$ cat src/rtl/mag_compare_serial.sv
// Serial magnitude comparator: compares two WIDTH-bit operands CHUNK bits per
// cycle, most significant chunk first, and stops as soon as a chunk differs.
// Signed compares are mapped onto the unsigned datapath by flipping the MSB
// of both operands when they are latched.
module mag_compare_serial #(
    parameter int WIDTH = 8,
    parameter int CHUNK = 2
) (
    input  logic             clk,
    input  logic             rst_n,
    input  logic             start,
    input  logic [WIDTH-1:0] a,
    input  logic [WIDTH-1:0] b,
    input  logic             signed_mode,
    output logic             busy,
    output logic             done,
    output logic             gt,
    output logic             eq,
    output logic             lt
);

    localparam int NCH = WIDTH / CHUNK;
    localparam int IW  = (NCH > 1) ? $clog2(NCH) : 1;

    typedef enum logic [1:0] {
        ST_IDLE = 2'd0,
        ST_RUN  = 2'd1,
        ST_DONE = 2'd2
    } state_t;

    state_t           state_q;
    logic [IW-1:0]    idx_q;
    logic [WIDTH-1:0] a_q;
    logic [WIDTH-1:0] b_q;
    logic             busy_q;
    logic             done_q;
    logic             gt_q;
    logic             eq_q;
    logic             lt_q;

    logic [WIDTH-1:0] flip_s;
    logic [WIDTH-1:0] a_d;
    logic [WIDTH-1:0] b_d;
    logic [CHUNK-1:0] chunk_a_s;
    logic [CHUNK-1:0] chunk_b_s;

    // Operand conditioning for the latch and selection of the chunk under compare.
    always_comb begin
        flip_s    = {signed_mode, {(WIDTH-1){1'b0}}};
        a_d       = a ^ flip_s;
        b_d       = b ^ flip_s;
        chunk_a_s = a_q[idx_q*CHUNK +: CHUNK];
        chunk_b_s = b_q[idx_q*CHUNK +: CHUNK];
    end

    // Control FSM with registered status and result outputs.
    always_ff @(posedge clk or negedge rst_n) begin
        if (!rst_n) begin
            state_q <= ST_IDLE;
            idx_q   <= '0;
            a_q     <= '0;
            b_q     <= '0;
            busy_q  <= 1'b0;
            done_q  <= 1'b0;
            gt_q    <= 1'b0;
            eq_q    <= 1'b0;
            lt_q    <= 1'b0;
        end else begin
            case (state_q)
                ST_IDLE, ST_DONE: begin
                    done_q <= 1'b0;
                    if (start) begin
                        a_q     <= a_d;
                        b_q     <= b_d;
                        idx_q   <= IW'(NCH - 1);
                        state_q <= ST_RUN;
                        busy_q  <= 1'b1;
                    end else begin
                        state_q <= ST_IDLE;
                        busy_q  <= 1'b0;
                    end
                end
                ST_RUN: begin
                    if (chunk_a_s != chunk_b_s) begin
                        // First differing chunk decides the result.
                        gt_q    <= (chunk_a_s > chunk_b_s);
                        lt_q    <= (chunk_a_s < chunk_b_s);
                        eq_q    <= 1'b0;
                        state_q <= ST_DONE;
                        busy_q  <= 1'b0;
                        done_q  <= 1'b1;
                    end else if (idx_q == '0) begin
                        gt_q    <= 1'b0;
                        lt_q    <= 1'b0;
                        eq_q    <= 1'b1;
                        state_q <= ST_DONE;
                        busy_q  <= 1'b0;
                        done_q  <= 1'b1;
                    end else begin
                        idx_q   <= idx_q - IW'(1);
                        state_q <= ST_RUN;
                        busy_q  <= 1'b1;
                        done_q  <= 1'b0;
                    end
                end
                default: begin
                    state_q <= ST_IDLE;
                    busy_q  <= 1'b0;
                    done_q  <= 1'b0;
                end
            endcase
        end
    end

    assign busy = busy_q;
    assign done = done_q;
    assign gt   = gt_q;
    assign eq   = eq_q;
    assign lt   = lt_q;

endmodule

$ cat config.mk
export PLATFORM = sky130hd
export DESIGN_NAME = mag_compare_serial
export DESIGN_NICKNAME = d
export VERILOG_FILES = /design/src/rtl/mag_compare_serial.sv
export SDC_FILE = /design/constraint.sdc
export NUM_CORES = 1
export LEC_CHECK = 0
export ABC_AREA = 1
export BUFFER_PORTS_ARGS = -buffer_cell sky130_fd_sc_hd__buf_2
export CORE_MARGIN = 3
export CORE_UTILIZATION = 52
export DETAILED_ROUTE_END_ITERATION = 8
export GPL_ROUTABILITY_DRIVEN = 1
export HOLD_SLACK_MARGIN = 0.1
export PLACE_DENSITY = 0.81
export SLEW_MARGIN = 20
export SYNTH_ARGS = -nofsm -noshare
export SYNTH_HDL_FRONTEND = slang
export SYNTH_SLANG_ARGS = --single-unit
$ cat constraint.sdc
create_clock -name clk -period 1.97 [get_ports clk]
set_input_delay 0 -clock clk [delete_from_list [all_inputs] [get_ports clk]]
set_output_delay 0 -clock clk [all_outputs]
set_load 0.005 [all_outputs]
* Word-level counts from Yosys, hierarchy flattened
Index checks and enable logic that the tools add are counted.
Word-level totals: word-level logic and storage cells 50, bits in registers 25, input port bits 20, memories kept 0, RAM bits 0, output and inout port bits 5, memory bits (read-only) 0, bits in latches 0
Operators by class: $lt $le $gt $ge 2, $mul 0, divide/modulo/power cells 0, add/subtract/negate cells 1, reduce and logical (&&, ||, !) cells 8, eq/ne operators 6, mux-type cells 20, bitwise operators 2, shifts and indexed selects 2
Operators by type and width (count):
- variable part select 8 x 4 -> 2 bit | 2
- bitwise XOR 8 bit | 2
- two-way mux 1 bit | 12
- two-way mux 2 bit | 5
- case mux 2 bit (2 select lines) | 2
- inequality test 2 bit, second input constant | 3
- logical NOT 2 bit | 2
- AND reduction 2 bit | 2
- AND reduction 4 bit | 1
- nonzero test 2 bit | 2
- equality test 2 x 1 -> 1 bit, second input constant | 1
- equality test 2 bit, second input constant | 1
- greater-than comparator 2 bit | 1
- < comparator 2 bit | 1
- inequality test 2 bit | 1
- case mux 1 bit (2 select lines) | 1
- OR reduction 2 bit | 1
- subtractor 2 x 1 -> 2 bit, second input constant | 1

* Longest topological paths before layout
depth after elaboration 4, gate-level depth with buffers 12, depth with buffers taken out 11

* Worst setup path before layout
Ideal clock, no wire load.
kind flip-flop to flip-flop, start register idx_q[0], end register idx_q[1], period minus slack after synthesis 1608 ps, required time 1853 ps, stages on the path, launching flop included 13, path buffers 2, setup slack 362 ps, data arrival time 1490 ps, library setup time 117 ps, cell sequence dfrtp_1 > buf_4 > inv_2 > buf_6 > a21oi_1 > o21ai_1 > nand2_1 > ha_1 > nand2_1 > nor2_1 > nand2_1 > nand3_1 > nand2_1
Between the ends: longest elaborated chain between the ends 4, elaborated cells between the ends (all ways) 11, those cells by class add/sub: 1; eq/ne: 3; shift: 2; mux: 3; reduce/logical: 2
RTL lines:
- start, declared | RTL line 32 | logic [IW-1:0] idx_q;
- start signal, assigned | RTL line 75 | idx_q <= IW'(NCH - 1);
- start signal, assigned | RTL line 100 | idx_q <= idx_q - IW'(1);
- variable part select 8 x 4 -> 2 bit (tied with other cells) | RTL line 52 | chunk_a_s = a_q[idx_q*CHUNK +: CHUNK];
- inequality test 2 bit / two-way mux 2 bit (equally long branches) | RTL line 84, 92
- inequality test 2 bit (no line) / two-way mux 2 bit (equally long branches)
- AND reduction 4 bit (no line) / case mux 2 bit (2 select lines) (equally long branches)
Several ways; a longest one is shown, not always the timed one. The select of a mux whose other input is x is not followed. A chain may end at the register's enable or synchronous reset.

* Worst setup path after layout
Ends and elaborated chain as after synthesis.

==> results_dict.tcl <==
set metrics [dict create \
    r2r_end "idx_q[1]" \
    worstMarginPinSlew_ps 516 \
    rrSetupSlack_ps 230 \
    finalNonFillerCells 219 \
    synth.ff_latch_count 23 \
    dp_hpwl_um 1620 \
    htree_levels 1 \
    r2r_cells 10 \
    synth_area_per_cell_sq_um 8.17 \
    fp-row-count 16 \
    drtPass1Iterations 4 \
    max_freq_mhz 574 \
    synth_cells 140 \
    finalCriticalPeriod_ps 1740 \
    via_per_inst 5.26 \
    cp.arrival_ps 1970 \
    antenna_found_initial 0 \
    cts_buffers 3 \
    io_pins 25 \
    die_y_um 52.9 \
    ant_nets 0 \
    ir_drop_uv 870 \
    multi_input_area_sq_um 479 \
    clock_path_buffers 2 \
    hold_viol 0 \
    grt_pass1_wl_um 5200 \
    tritoncts "done" \
    status "completed" \
    syn_nets 163 \
    power_leakage_nw 0.815 \
    drc 0 \
    regArea_sq_um 577 \
    grt_pass1_vias 1224 \
    drive_gt1_frac 0.172 \
    gp_congestion 0.896 \
    critPathMaxFanout 12 \
    fillers 152 \
    p_sw_w 0.000962 \
    fin_tns_setup_ps 0 \
    maxSlewHeadroom 0.656 \
    p_int_w 0.00120 \
    p_seq_frac 0.392 \
    synth_cell_type_count 19 \
    initial_utilization 0.566 \
    cap_violations 0 \
    yosysWarnings 0 \
    drt_iter0_drc 28 \
    antenna_cells 0 \
    required_ps 2200 \
    grt_use_total 0.257 \
    rsz0062_at_grt "false" \
    final_common_cell "nand2_1" \
    crit_path_start "idx_q[0]" \
    p_comb_frac 0.503 \
    seq_area_frac_synth 0.503 \
    grt_remaining_overflow 0 \
    areaGrowthSynthToFinish_pct 38.0 \
    vias 1151 \
    period_share 0.884 \
    fin_skew_ps 3.09 \
    drt-total-wl_um 3030 \
    grt_max_degree 26 \
    design.core.area_sq_um 2020 \
    die_x_um 52.9 \
    numPortBuffers 24 \
    final_max_slew_viol_count 0 \
    startpoint_type "flop" \
    worst_setup_path_end_kind "flop" \
    worstReg2RegStart "idx_q[0]" \
    insertion_delay_ps 320 \
    p_total_w 0.00216 \
    dieArea_sq_um 2800 \
    nNetsFinal 216 \
    cts.clk_slew.worst_paths_ps 130 \
    worstHoldPathType "primary input to async pin" \
    setup_viol_count_final 0 \
    p_clk_frac 0.105 \
    critPathKind "flop to flop" \
    swShare 0.444 \
    routedWlPerCell_um 13.8 \
    final_cell_mix "49 x nand2_1, 30 x dlygate4sd3_1, 24 x buf_2" \
    cts_sinks 23 \
    syn_area_sq_um 1140 \
    dp_cells 185 \
    power_density_nw_per_um2 1370 \
    finish.utilization 0.780 \
    cts-root-buf "clkbuf_4" \
]
## cell families after synthesis
group	share of synthesized area
AND/OR/NAND/NOR	0.301
flip-flops	0.503
buffers and inverters	0.0777
AO/OA/AOI/OAI	0.0700
adder cells (fa/ha/maj)	0.0328
XOR/XNOR	0.0153
## per-stage QoR
| stage | worst slack, ps | hold WS, ps | cell area (sq um) |
|---|---|---|---|
| final | 229 | 167 | 1580 |
| after global routing | 22.0 | 209 | 1580 |
| after CTS | 187 | 185 | 1580 |
| after detailed placement | 204 | 1.93 | 1250 |
| after global placement | 298 | -10.7 | 1250 |
| after floorplan | 362 | -296 | 1140 |
## Yosys cell counts
cell / count / area (sq um)
nor2_1: 7 / 26.3
nor2_4: 1 / 11.3
inv_1: 9 / 33.8
inv_2: 2 / 7.51
dfrtp_1: 23 / 576
nand2_2: 1 / 6.26
buf_2: 2 / 10.0
o21bai_1: 1 / 7.51
o21ai_1: 4 / 20.0
buf_6: 2 / 22.5
nand2_4: 1 / 11.3
a21oi_1: 5 / 25.0
nand3_1: 21 / 105
nand2_1: 49 / 184
o21ai_0: 4 / 20.0
buf_4: 2 / 15.0
o211ai_1: 1 / 7.51
ha_1: 3 / 37.5
xnor2_1: 2 / 17.5
## state kept, by name, summed over array words and instances, names as in the netlist
| name | count |
|---|---|
| eq | 1 |
| done | 1 |
| b_q | 8 |
| idx_q | 2 |
| gt | 1 |
| lt | 1 |
| state_q | 1 |
| a_q | 8 |
## cell type report
| cell class | instances | share of cell area |
|---|---|---|
| Multi-Input combinational cell | 100 | 0.304 |
| Clock buffer | 4 | 0.0167 |
| Timing Repair Buffer | 54 | 0.266 |
| Inverter | 11 | 0.0262 |
| Tap cell | 27 | 0.0214 |
| Sequential cell | 23 | 0.366 |
## repair_timing
item	CTS	global route
hold endpoints to repair	39	0
setup buffers	0	0
hold buffers	30	0
gates resized for setup	0	1
setup endpoints to repair	0	2
## worst max-delay path by stage
stage | end | slack, ps
floorplan | idx_q[1] | 360
global placement | lt | 300
detailed placement | idx_q[0] | 200
CTS | idx_q[1] | 190
global route | gt | 20
finish | idx_q[1] | 230
## critical path, stage by stage (launching register included)
cell and delay (ps):
dfrtp_2 480, inv_2 170, nand2_1 80, nand3_1 80, nand2_1 70, ha_1 290, nand2_1 110, nor2_1 110
nand2_1 100, nand3_1 90, nand2_1 60
## power by group through the flow
stage / registers (W) / logic, W / clock network (W)
floorplan: 0.000797 / 0.000821 / 0
global placement: 0.000844 / 0.000919 / 0
detailed placement: 0.000847 / 0.000975 / 0
CTS: 0.000836 / 0.00106 / 0.000227
global route: 0.000881 / 0.00126 / 0.000246
finish: 0.000847 / 0.00109 / 0.000227
## layer usage
| layer | vias up | share of wire | global-route usage |
|---|---|---|---|
| met5 | - | 0 | 0 |
| li1 | 551 | - | - |
| met4 | 0 | 0.046 | 0.162 |
| met2 | 40 | 0.52 | 0.452 |
| met3 | 15 | 0.051 | 0.0535 |
| met1 | 545 | 0.38 | 0.276 |
Power figures use the tool's default switching activity.
